[src/rtl/psum_accum_ctrl.sv]
// Partial-sum accumulator for the 64-channel Layer3 stage: sums a programmable
// number of group beats per pixel, hands each pixel downstream, counts pixels per frame.
module psum_accum_ctrl #(
   parameter int CH         = 64,
   parameter int IN_W       = 8,
   parameter int MAX_GROUPS = 4,
   parameter int ACC_W      = 10,
   parameter int PIX_W      = 12
) (
   input  logic                          clk,
   input  logic                          rstn,
   input  logic                          start,
   input  logic [$clog2(MAX_GROUPS):0]   cfg_groups,
   input  logic [PIX_W-1:0]              cfg_pixels,
   input  logic                          psum_valid,
   input  logic [CH*IN_W-1:0]            psum_data,
   output logic                          psum_ready,
   output logic                          acc_valid,
   output logic [CH*ACC_W-1:0]           acc_data,
   input  logic                          acc_ready,
   output logic                          busy,
   output logic                          frame_done
);

   localparam int GW = $clog2(MAX_GROUPS) + 1;
   localparam logic [GW-1:0] MAX_G = GW'(MAX_GROUPS);

   typedef enum logic [1:0] {IDLE, ACCUM, OUT} state_t;

   state_t           state_reg;
   logic [GW-1:0]    groups_reg;
   logic [GW-1:0]    grp_cnt_reg;
   logic [PIX_W-1:0] pixels_reg;
   logic [PIX_W-1:0] pix_cnt_reg;
   logic             frame_done_reg;
   logic [GW-1:0]    groups_eff;
   logic             beat;
   logic             first_beat;

   // A group count of 0 means one beat; anything above the hardware limit saturates.
   always_comb begin
      groups_eff = cfg_groups;
      if (cfg_groups == '0)
         groups_eff = GW'(1);
      else if (cfg_groups > MAX_G)
         groups_eff = MAX_G;
   end

   assign beat       = (state_reg == ACCUM) && psum_valid;
   assign first_beat = (grp_cnt_reg == '0);

   always_ff @(posedge clk or negedge rstn) begin
      if (!rstn) begin
         state_reg      <= IDLE;
         groups_reg     <= GW'(1);
         grp_cnt_reg    <= '0;
         pixels_reg     <= '0;
         pix_cnt_reg    <= '0;
         frame_done_reg <= 1'b0;
      end else begin
         frame_done_reg <= 1'b0;
         case (state_reg)
            IDLE: begin
               if (start) begin
                  groups_reg  <= groups_eff;
                  pixels_reg  <= cfg_pixels;
                  grp_cnt_reg <= '0;
                  pix_cnt_reg <= '0;
                  // An empty frame completes immediately without ever leaving IDLE.
                  if (cfg_pixels == '0)
                     frame_done_reg <= 1'b1;
                  else
                     state_reg <= ACCUM;
               end
            end
            ACCUM: begin
               if (psum_valid) begin
                  if (grp_cnt_reg == groups_reg - GW'(1)) begin
                     grp_cnt_reg <= '0;
                     state_reg   <= OUT;
                  end else begin
                     grp_cnt_reg <= grp_cnt_reg + GW'(1);
                  end
               end
            end
            OUT: begin
               if (acc_ready) begin
                  if (pix_cnt_reg == pixels_reg - PIX_W'(1)) begin
                     pix_cnt_reg    <= '0;
                     frame_done_reg <= 1'b1;
                     state_reg      <= IDLE;
                  end else begin
                     pix_cnt_reg <= pix_cnt_reg + PIX_W'(1);
                     state_reg   <= ACCUM;
                  end
               end
            end
            default: state_reg <= IDLE;
         endcase
      end
   end

   assign psum_ready = (state_reg == ACCUM);
   assign acc_valid  = (state_reg == OUT);
   assign busy       = (state_reg != IDLE);
   assign frame_done = frame_done_reg;

   // One accumulator per channel; the first beat of a pixel overwrites instead of adding.
   genvar gi;
   generate
      for (gi = 0; gi < CH; gi++) begin : g_lane
         logic signed [IN_W-1:0]  lane_in;
         logic signed [ACC_W-1:0] acc_reg;

         assign lane_in = psum_data[gi*IN_W +: IN_W];

         always_ff @(posedge clk or negedge rstn) begin
            if (!rstn)
               acc_reg <= '0;
            else if (beat)
               acc_reg <= first_beat ? ACC_W'(lane_in) : acc_reg + ACC_W'(lane_in);
         end

         assign acc_data[gi*ACC_W +: ACC_W] = acc_reg;
      end
   endgenerate

endmodule

[config.mk]
export PLATFORM = sky130hd
export DESIGN_NAME = psum_accum_ctrl
export DESIGN_NICKNAME = d
export VERILOG_FILES = /design/src/rtl/psum_accum_ctrl.sv
export SDC_FILE = /design/constraint.sdc
export NUM_CORES = 2
export LEC_CHECK = 0
export CAP_MARGIN = 15
export CORE_AREA = 4 4 460 462
export CTS_CLUSTER_SIZE = 24
export DETAILED_ROUTE_END_ITERATION = 16
export DIE_AREA = 0 0 464 466
export GPL_ROUTABILITY_DRIVEN = 0
export GPL_TIMING_DRIVEN = 1
export PLACE_DENSITY = 0.47
export SLEW_MARGIN = 10
export SYNTH_ARGS = -nofsm -noshare
export SYNTH_HDL_FRONTEND = slang
export SYNTH_SLANG_ARGS = --single-unit
[constraint.sdc]
create_clock -name clk -period 6.1 [get_ports clk]
set_clock_uncertainty 0.15 [all_clocks]
set_input_delay 1.22 -clock clk [delete_from_list [all_inputs] [get_ports clk]]
set_output_delay 1.22 -clock clk [all_outputs]
set_load 0.02 [all_outputs]
After elaboration in Yosys (flattened, before gate mapping)
Index checks and enable logic that the tools add are counted.

storage, ports and cells
  register bits after elaboration = 673
  latch bits = 0
  RAM bits = 0
  ROM bits = 0
  memories = 0

operators by class
  $add $sub $neg = 68
  $mul = 0
  divide/modulo/power cells = 0
  order comparisons = 1
  equality and inequality tests = 9
  shift operators = 0
  muxes and demuxes = 86
  bitwise operators = 0
  reductions and logical operators = 12

operators by type and width
  kind                     count
  $add A10 B8 Y10          64
  $mux W10                 64
  $mux W12                 3
  $pmux W12 S2             1
  $mux W3                  5
  $add A12 B1 Y12 const B  1
  $eq A12 B12 Y1           1
  $logic_not A12 Y1        1
  $sub A12 B1 Y12 const B  1
  $mux W2                  5
  $logic_not A3 Y1         2
  $ne A2 B2 Y1 const B     3
  $pmux W2 S3              1
  $pmux W3 S2              1
  $reduce_and A3 Y1        2
  $reduce_bool A2 Y1       3
  $mux W1                  5
  $reduce_and A5 Y1        1
  $ne A2 B1 Y1 const B     2
  $add A3 B1 Y3 const B    1
  $eq A3 B3 Y1             1
  $gt A3 B3 Y1 const B     1
  $sub A3 B1 Y3 const B    1
  $eq A2 B1 Y1 const B     1
  5 further kinds          5

Depth between registers and ports, before layout
  depth after elaboration = 5
  depth in mapped cells = 10

Worst setup path after synthesis
No wires, ideal clock.

  path type = input-to-reg
  start = input psum_data[435]
  end = register g_lane[54].acc_reg[7]
  library setup time = 82 ps
  data arrival time = 2818 ps
  data required time = 5868 ps
  setup slack = 3050 ps
  stages = 8
  buffers on the path = 0
  cells stage by stage = ha_1 -> and3_1 -> a2111o_1 -> a21o_1 -> a21oi_1 -> xnor2_1 -> nand2_1 -> a31oi_1

on the way
  longest elaborated chain between the ends = 2

ends and longest elaborated chain
  item                  RTL line  text
  from (decl)           16        input logic [CH*IN_W-1:0] psum_data,
  $add A10 B8 Y10       121       acc_reg <= first_beat ? ACC_W'(lane_in) : acc_reg + ACC_W'(lane_in);
  $mux W10              121
  to (signal assigned)  121
  to (decl)             113       logic signed [ACC_W-1:0] acc_reg;

Every way passes these cells.
A chain may end at the register's enable or synchronous reset.

Final worst setup path
  start = register state_reg[1]
  end = output acc_valid

on the way
  longest elaborated chain between the ends = 1

ends and longest elaborated chain
  item                    RTL line  text
  from (decl)             30        state_t state_reg;
  from (signal assigned)  54        state_reg <= IDLE;
  from (signal assigned)  73        state_reg <= ACCUM;
  from (signal assigned)  80        state_reg <= OUT;
  $eq A2 B2 Y1            104       assign acc_valid = (state_reg == OUT);
  to (decl)               18        output logic acc_valid,

Every way passes these cells.

==> out/qor.yml <==
power_and_ir_drop:
  pwr_density_cell_nw_per_um2: 605
  p_leak_nw: 32.1
  vdd_drop_max_uv: 503
timing:
  setup_slack_ns: 2.07
  worstMarginPinSlew_ns: 1.14
  final_hold_viol_count: 0
  rsz0062_at_grt: "false"
  maxSlewHeadroom_pct: 23.9
  fin_crit_sh_pct: 66.1
  finalSetupViolCount: 0
  hold_ws_ns: 0.253
  slew_violations: 0
  clock.fmax_ghz: 0.248
  period_minus_slack_ns: 4.03
  timing.setup.tns_ns: 0
worst_setup_path:
  crit_type: "reg2out"
  cp-start-kind: "flip-flop"
  cpMaxStageDelayCell: "clkdlybuf4s50_1"
  reg2reg_slack_ns: 3.11
  reg2reg_from: "grp_cnt_reg[0]"
  r2r_cells: 7
  cp.required_ns: 4.73
  critPathMaxStageDelay_ns: 0.81
  r2r_end: "g_lane[31].acc_reg[4]"
  cp.arrival_ns: 2.66
  path_max_fanout: 8
  worst-path-buf-inv: 2
  end_kind: "primary output"
  crit_chain: "inv_1 -> nor2_1 -> clkdlybuf4s50_1"
  crit_family: "buffers and inverters"
cts:
  clk_latency_ns: 0.73
  numCtsBuffers: 98
  cts_resized: 0
  clk_pin_slew_ns: 0.06
  cts_sinks: 673
  post-cts-setup-buffers: 0
  clockBufferDepth: 3
  hold_buffers: 0
  htreeDepth: 3
  ctsRootBufferMaster: "clkbuf_16"
  cts_tree: "built"
job:
  drv_cap: 0
routing:
  drtIter0Drc: 2829
  drtPass1Iterations: 6
  drcViolationCount: 0
  final_antenna_net_count: 0
  routedWlPerCell_um: 22.1
  vias_per_cell: 5.00
  vias: 53662
  finalWirelength_um: 237000
finish:
  fillers: 21417
  layout-drive-gt1-share_pct: 3.92
  area_growth_pct: 33.4
  final_cells: 10736
  largest_register_ffs: 640
  fin_area_um2: 72900
  nets: 9007
synthesis:
  avgSynthCellArea_um2: 8.01
  synth_seq_area_share_pct: 30.8
  yosysMostFrequentCell: "o21ai_0"
  syn_nets: 7995
  netlist_top_cells_area: "dfrtp_1, ha_1, o21ai_0"
  synth-seq-cells: 673
  synth-async-reset-ratio_pct: 100
  syn_inst: 6818
  synth_edf_count: 0
  synth_common_cells: "o21ai_0, nand2_1, dfrtp_1"
  synth_cell_type_count: 56
  synth_top_area_cell: "dfrtp_1"
  netlist.area_leader.share_pct: 30.8
  synthFlopType: "dfrtp_1"
  yosysWarnings: 0
  syn-cell-area_um2: 54600
placement:
  placed_cell_area_um2: 69400
  dp.cells: 10518
  port_buffers: 1175
  dpl.hpwl_um: 182000
  place_ws_ns: 1.96
global_routing:
  grt_max_degree: 178
  grt_pass1_vias: 52949
  grt_overflow: 0
  antenna_found_initial: 87
  grt_pass1_wl_um: 352000
  grt_use_total_pct: 21.2
run_status:
  status: "completed"
floorplanning:
  num_rows: 167
  core-area_um2: 207000
  die_w_um: 464
  dieHeight_um: 466
  start_util_pct: 26.4
  dieArea_um2: 216000
  io_pins: 1176
worst_hold_path:
  min_path_type: "in2async"
[cell type report]
class | instances | area (um^2) | share of cell area (%)
antenna | 41 | 103 | 0.141
clock buffer | 152 | 3010 | 4.13
clock inverter | 25 | 348 | 0.477
inverter | 396 | 1490 | 2.04
multi-input combinational | 5428 | 35100 | 48.2
sequential | 673 | 16800 | 23.1
tap | 2788 | 3490 | 4.79
timing repair buffer | 1233 | 12500 | 17.1
[worst max path at each step]
stage | startpoint | endpoint | slack (ns) | cells past startpoint
finish | state_reg[1] | acc_valid | 2.07 | 3
floorplan | psum_data[435] | g_lane[54].acc_reg[7] | 3.05 | 8
CTS | state_reg[1] | acc_valid | 1.98 | 3
global route | state_reg[1] | acc_valid | 1.96 | 3
detailed placement | psum_data[216] | g_lane[27].acc_reg[8] | 1.96 | 11
global placement | psum_data[216] | g_lane[27].acc_reg[8] | 1.92 | 11
[layout by cell type (no fill, tap or decap), types with 20 or more instances in the layout]
cell	count
a21oi_1	657
o211ai_1	68
a21boi_0	63
xnor2_1	206
nor3_1	258
a31oi_1	78
o21ai_0	938
nand3_1	198
nand2_1	766
a211oi_1	59
clkdlybuf4s50_1	1174
clkbuf_8	33
clkbuf_16	99
mux2i_1	74
nor2b_1	129
clkbuf_1	20
xor2_1	69
dfrtp_1	672
a2111oi_0	59
buf_4	35
or2_2	73
o21a_1	64
nor2_1	327
and3_1	197
inv_1	396
ha_1	581
buf_12	23
a41oi_1	59
diode_2	41
or3_1	57
nand2b_1	189
a21o_1	130
fa_1	64
[cells by family after synthesis]
kind of cell | count (synthesis) | share of synthesized area [%]
and+or+nand+nor | 2224 | 19.5
AOI/OAI and AO/OA | 2210 | 23.3
buffers and inverters | 717 | 4.93
DFF | 673 | 30.8
adders and majority gates | 645 | 15.7
xor gates and xnor gates | 275 | 4.41
muxes | 74 | 1.36
[report_power, final]
part           internal (mW)  switching [mW]  leakage (nW)
Combinational           11.9            17.1          22.2
Clock                   3.59            2.46          1.65
Sequential              6.76            2.31          8.17
Total                   22.3            21.8          32.1
[through the flow]
step	utilization, %	power [mW]
after global placement	33.5	37.9
final	35.2	44.1
after CTS	35.1	44.7
after floorplan	-	27.0
after global routing	35.2	48.2
after detailed placement	33.5	38.3
[layer usage]
layer	share of wire [%]	wire length (um)	up-vias	global-route usage, %
met5	0.14	334	-	0
met4	3.3	7820	50	7.30
met3	8.5	20300	311	7.11
met2	47	112000	1386	35.5
met1	41	97200	25666	25.3
li1	-	-	26249	-
[worst reg2reg max path, cell delays in order (launching register included)]
cell and delay, ns:
dfrtp_1 0.43, inv_1 0.08, ha_1 0.21, nor2b_4 0.67
buf_12 0.53, nor3_1 0.50, a21oi_1 0.15, o21ai_0 0.10
Note: power is estimated with default switching activity, not from simulation.
